$ cat config.mk
export PLATFORM = sky130hd
export DESIGN_NAME = sdram_frame_sched
export DESIGN_NICKNAME = d
export VERILOG_FILES = /design/src/rtl/sdram_frame_sched.sv
export SDC_FILE = /design/constraint.sdc
export NUM_CORES = 1
export LEC_CHECK = 0
export ABC_AREA = 0
export BUFFER_PORTS_ARGS = -buffer_cell sky130_fd_sc_hd__buf_2
export CAP_MARGIN = 20
export CORE_MARGIN = 2
export CORE_UTILIZATION = 54
export CTS_BUF_LIST = sky130_fd_sc_hd__clkbuf_8
export CTS_CLUSTER_SIZE = 20
export DETAILED_ROUTE_END_ITERATION = 8
export PLACE_DENSITY = 0.77
export RECOVER_POWER = 50
export SLEW_MARGIN = 20
export SYNTH_ARGS = -nofsm -noshare
export SYNTH_HDL_FRONTEND = slang
export SYNTH_SLANG_ARGS = --single-unit
$ cat constraint.sdc
create_clock -name sys_clk -period 3.8 [get_ports sys_clk]
set_input_delay 0.76 -clock sys_clk [delete_from_list [all_inputs] [get_ports sys_clk]]
set_output_delay 0.76 -clock sys_clk [all_outputs]
set_load 0.02 [all_outputs]
$ cat src/rtl/sdram_frame_sched.sv
// Double-buffered frame scheduler: arbitrates write and read SDRAM bursts
// between two frame buffers, tracking per-direction offsets and buffer swaps.
module sdram_frame_sched #(
  parameter logic [9:0]  BURST_LEN   = 10'd256,
  parameter logic [20:0] FRAME_WORDS = 21'd518400,
  parameter logic [20:0] BANK1_BASE  = 21'd524288,
  parameter logic [10:0] FIFO_DEPTH  = 11'd1024
) (
  input  logic        sys_clk,
  input  logic        sys_rst,
  input  logic        init_end,
  input  logic [10:0] wr_fifo_level,
  input  logic [10:0] rd_fifo_level,
  input  logic        wr_frame_start,
  input  logic        rd_frame_start,
  output logic        sdram_wr_req,
  output logic        sdram_rd_req,
  output logic [20:0] sdram_wr_addr,
  output logic [20:0] sdram_rd_addr,
  output logic [9:0]  wr_burst_len,
  output logic [9:0]  rd_burst_len,
  input  logic        sdram_wr_ack,
  input  logic        sdram_rd_ack,
  output logic        wr_buf,
  output logic        rd_buf,
  output logic        busy,
  output logic [1:0]  fsm_state
);

  typedef enum logic [1:0] {
    IDLE = 2'd0,
    WR   = 2'd1,
    RD   = 2'd2
  } state_t;

  state_t      state;
  logic [10:0] ack_cnt;
  logic [20:0] wr_off;
  logic [20:0] rd_off;
  logic        full_buf;
  logic        wr_pend;
  logic        rd_pend;
  logic        last_wr;

  logic        wr_need;
  logic        rd_need;
  logic        wr_clr;
  logic        rd_clr;
  logic        last_cnt;
  logic        pick_wr;
  logic [20:0] wr_off_inc;
  logic [20:0] rd_off_inc;
  logic        wr_wrap;
  logic        rd_wrap;
  logic        rd_sel_buf;
  logic [20:0] wr_start_addr;
  logic [20:0] rd_start_addr;

  assign wr_burst_len = BURST_LEN;
  assign rd_burst_len = BURST_LEN;
  assign fsm_state    = state;

  assign wr_need  = wr_fifo_level >= {1'b0, BURST_LEN};
  assign rd_need  = rd_fifo_level <= (FIFO_DEPTH - {1'b0, BURST_LEN});
  // A frame-start pulse arriving this cycle counts as already pending.
  assign wr_clr   = wr_pend | wr_frame_start;
  assign rd_clr   = rd_pend | rd_frame_start;
  assign last_cnt = ack_cnt == {1'b0, BURST_LEN - 10'd1};
  // Round-robin: on contention serve the type not served last.
  assign pick_wr  = wr_need && (!rd_need || !last_wr);

  assign wr_off_inc = wr_off + {11'd0, BURST_LEN};
  assign rd_off_inc = rd_off + {11'd0, BURST_LEN};
  assign wr_wrap    = wr_off_inc >= FRAME_WORDS;
  assign rd_wrap    = rd_off_inc >= FRAME_WORDS;

  assign rd_sel_buf    = rd_clr ? full_buf : rd_buf;
  assign wr_start_addr = (wr_buf ? BANK1_BASE : 21'd0) + (wr_clr ? 21'd0 : wr_off);
  assign rd_start_addr = (rd_sel_buf ? BANK1_BASE : 21'd0) + (rd_clr ? 21'd0 : rd_off);

  // Handshake: sdram_*_req rises on burst entry and holds until the
  // BURST_LEN-th ack of the same type; acks while idle or of the other type are dropped.
  always_ff @(posedge sys_clk) begin
    if (sys_rst) begin
      state         <= IDLE;
      sdram_wr_req  <= 1'b0;
      sdram_rd_req  <= 1'b0;
      sdram_wr_addr <= '0;
      sdram_rd_addr <= '0;
      ack_cnt       <= '0;
      wr_off        <= '0;
      rd_off        <= '0;
      wr_buf        <= 1'b0;
      rd_buf        <= 1'b1;
      full_buf      <= 1'b1;
      wr_pend       <= 1'b0;
      rd_pend       <= 1'b0;
      last_wr       <= 1'b0;
      busy          <= 1'b0;
    end else begin
      case (state)
        IDLE: begin
          if (wr_clr) begin
            wr_off  <= '0;
            wr_pend <= 1'b0;
          end
          if (rd_clr) begin
            rd_off  <= '0;
            rd_pend <= 1'b0;
            rd_buf  <= full_buf;
          end
          if (init_end && (wr_need || rd_need)) begin
            ack_cnt <= '0;
            busy    <= 1'b1;
            if (pick_wr) begin
              state         <= WR;
              sdram_wr_req  <= 1'b1;
              sdram_wr_addr <= wr_start_addr;
              last_wr       <= 1'b1;
            end else begin
              state         <= RD;
              sdram_rd_req  <= 1'b1;
              sdram_rd_addr <= rd_start_addr;
              last_wr       <= 1'b0;
            end
          end
        end

        WR: begin
          if (wr_frame_start) wr_pend <= 1'b1;
          if (rd_frame_start) rd_pend <= 1'b1;
          if (sdram_wr_ack) begin
            if (last_cnt) begin
              state        <= IDLE;
              sdram_wr_req <= 1'b0;
              busy         <= 1'b0;
              ack_cnt      <= '0;
              if (wr_clr) begin
                wr_off  <= '0;
                wr_pend <= 1'b0;
              end else if (wr_wrap) begin
                // Finished frame becomes the newest complete one for the reader.
                wr_off   <= '0;
                wr_buf   <= ~wr_buf;
                full_buf <= wr_buf;
                rd_buf   <= wr_buf;
              end else begin
                wr_off <= wr_off_inc;
              end
            end else begin
              ack_cnt <= ack_cnt + 11'd1;
            end
          end
        end

        RD: begin
          if (wr_frame_start) wr_pend <= 1'b1;
          if (rd_frame_start) rd_pend <= 1'b1;
          if (sdram_rd_ack) begin
            if (last_cnt) begin
              state        <= IDLE;
              sdram_rd_req <= 1'b0;
              busy         <= 1'b0;
              ack_cnt      <= '0;
              if (rd_clr) begin
                rd_off  <= '0;
                rd_pend <= 1'b0;
                rd_buf  <= full_buf;
              end else if (rd_wrap) begin
                rd_off <= '0;
                rd_buf <= full_buf;
              end else begin
                rd_off <= rd_off_inc;
              end
            end else begin
              ack_cnt <= ack_cnt + 11'd1;
            end
          end
        end

        default: begin
          state        <= IDLE;
          sdram_wr_req <= 1'b0;
          sdram_rd_req <= 1'b0;
          busy         <= 1'b0;
        end
      endcase
    end
  end

endmodule
==> results.yml <==
run_status:
  outcome: "completed"
clock_network:
  cts-buffers-inserted: 9
  cts_tree: "yes"
  cts-htree-levels: 3
  path_clk_slew_ns: 0.10
  cts_resized: 0
  cts_root_buffer: "clkbuf_8"
  cts_hold_buf: 0
  clock_sinks: 106
  clk_latency_ns: 0.37
  post-cts-setup-buffer-count: 0
  clockBufferDepth: 2
logic_synthesis:
  synth_cells: 638
  yosysWarnings: 0
  synth-edff-count: 0
  synthesis.area_per_instance_sq_um: 8.44
  async_reset_ff_share_pct: 0
  synth_area_leader_cell: "dfxtp_1"
  synthesis.area_sq_mm: 0.00538
  yosysSeqAreaShare_pct: 39.4
  synth.area.top_cells: "dfxtp_1, a21oi_1, nand2_1, nand3_1, buf_4"
  synth-main-ff-cell: "dfxtp_1"
  synth_top_area_share_pct: 39.4
  synth_cell_types: 75
  ys_ff_latch: 106
place:
  post-place-ws_ns: 0.684
  dp.cells: 803
  dp_hpwl_um: 8410
  finalWeightedCongestion: 0.897
  numPortBuffers: 69
routing:
  met2WireLength_um: 5990
  wl_met1_um: 5290
  drt-wirelength-per-cell_um: 14.7
  dr_wl_met3_um: 502
  drc: 0
  ant_nets: 0
  top_layer: "met4"
  wl_um: 12100
  drt_first_iter_violations: 222
  vias_per_cell: 5.76
  dr.pass1.iters: 4
  vias: 4727
finish:
  layout_commonest_cell: "dfxtp_1"
  fin_nets: 722
  final_cells: 820
  seq_area_sq_mm: 0.00212
  fill_cells: 914
  area_growth_pct: 7.30
  multi_input_area_sq_mm: 0.00287
  diodes: 0
  layout_common_cells: "dfxtp_1, nand2_1, a21oi_1"
  drive_gt1_share_pct: 10.0
global_routing:
  grt_max_degree: 42
  grt_use_total_pct: 22.3
  grt_first_pass_wirelength_um: 20200
  grt_overflow: 0
  antenna_found_initial: 0
  grt_pass1_vias: 4498
timing:
  hold_viol: 0
  setup_slack_ns: 0.842
  finalCritPeriodShare_pct: 77.8
  skew_ns: 0.0112
  rsz0062_at_grt: "no"
  maxSlewViolCount: 0
  min_period_ns: 2.96
  tightest_slew_ns: 1.37
  timing.fmax_mhz: 338
  max_slew_margin_pct: 7.48
  tns_ns: 0
  finalSetupViolCount: 0
pwr:
  p_total_mw: 2.47
  peakVddDrop_uv: 231
  powerDensity_mw_per_mm2: 427
  p_leak_nw: 1.99
die:
  design.core.area_sq_mm: 0.00973
  die_area_sq_mm: 0.0108
  top_level_ports: 98
  initial_core_util_pct: 55.3
  die_y_um: 104
  num_rows: 36
  die_x_um: 104
worst_setup_path:
  reg2reg_from: "wr_off[8]"
  endpoint: "ack_cnt[10]"
  crit_type: "primary input to flop"
  path_max_fanout: 8
  r2r_cells: 8
  rr_endpoint: "wr_off[11]"
  worst_setup_path_end_kind: "flop"
  critPathLaunchType: "primary input"
  worstSetupStartpoint: "rd_fifo_level[4]"
  cp.required_ns: 4.04
  critPathArrivalTime_ns: 3.20
  ff2ff_setup_slack_ns: 0.88
worst_hold_path:
  hold_path_class: "flop to flop"
run:
  cap_violations: 0
==> state kept, by name, indices dropped and copies added, names as in the netlist, 2 cells and up <==
name	cells
sdram_rd_addr	21
sdram_wr_addr	21
fsm_state	2
wr_off	21
rd_off	21
ack_cnt	11
==> worst max-delay path: stages <==
cell       delay [ns]
buf_2            0.10
nor4_1           0.29
nand2_1          0.09
a31oi_1          0.26
o41ai_1          0.25
buf_6            0.23
a211oi_1         0.83
o21ai_0          0.22
o2bb2ai_1        0.17
==> logic make-up after synthesis <==
| logic type | after synthesis | share of synthesized area (%) |
|---|---|---|
| AO/OA/AOI/OAI | 142 | 18.5 |
| XOR/XNOR | 16 | 2.60 |
| adder cells (fa/ha/maj) | 11 | 2.56 |
| buffers and inverters | 75 | 7.74 |
| flip-flops | 106 | 39.4 |
| multiplexers | 9 | 1.74 |
| other | 2 | 0.139 |
| AND/OR/NAND/NOR | 277 | 27.3 |
==> synthesized netlist by cell type, types with 5 or more instances <==
master and instances:
dfxtp_1 106, nand2_1 81, a21oi_1 65, nand3_1 53, nor2_1 37, and2_1 26, buf_4 24, clkbuf_1 20
inv_1 15, nor3_1 12, xnor2_1 12, buf_2 11, ha_1 11, nand4_1 9, o21ai_0 9, a21o_1 8
a311oi_1 8, and3_1 7, mux2i_1 6, nor4_1 5, or3_1 5
==> power by group <==
group          leakage, nW  internal, mW  switching (mW)
sequential           0.855          1.15          0.0294
clock                0.118         0.398           0.399
combinational         1.02         0.136           0.361
total                 1.99          1.68           0.789
==> area by class of cell <==
type | instances | share of cell area [%]
Clock buffer | 10 | 2.38
Clock inverter | 6 | 1.65
Inverter | 15 | 0.975
Multi-Input combinational cell | 475 | 49.7
Sequential cell | 106 | 36.7
Tap cell | 133 | 2.88
Timing Repair Buffer | 75 | 5.70
==> stage by stage <==
stage | cell area, sq um | utilization [%] | hold slack, ns
floorplan | 5450 | - | 0.443
global placement | 5650 | 58.1 | 0.436
detailed placement | 5650 | 58.1 | 0.441
CTS | 5880 | 60.5 | 0.455
global route | 5780 | 59.4 | 0.479
finish | 5780 | 59.4 | 0.455
==> layer usage <==
metal | up-vias | GRT usage (%)
li1 | 2308 | -
met4 | 0 | 10.3
met3 | 27 | 3.07
met5 | - | 0
met1 | 2245 | 27.2
met2 | 147 | 38.8
==> how the worst min path moves through the flow <==
stage                       from           endpoint  cells after the start
5_1_grt         sdram_wr_addr[7]   sdram_wr_addr[7]                      2
4_1_cts         sdram_rd_addr[5]   sdram_rd_addr[5]                      2
3_3_place_gp   sdram_rd_addr[16]  sdram_rd_addr[16]                      2
3_5_place_dp    sdram_rd_addr[5]   sdram_rd_addr[5]                      2
6_report       sdram_rd_addr[13]  sdram_rd_addr[13]                      2
2_1_floorplan          rd_off[7]          rd_off[7]                      1
Power figures use the tool's default switching activity.
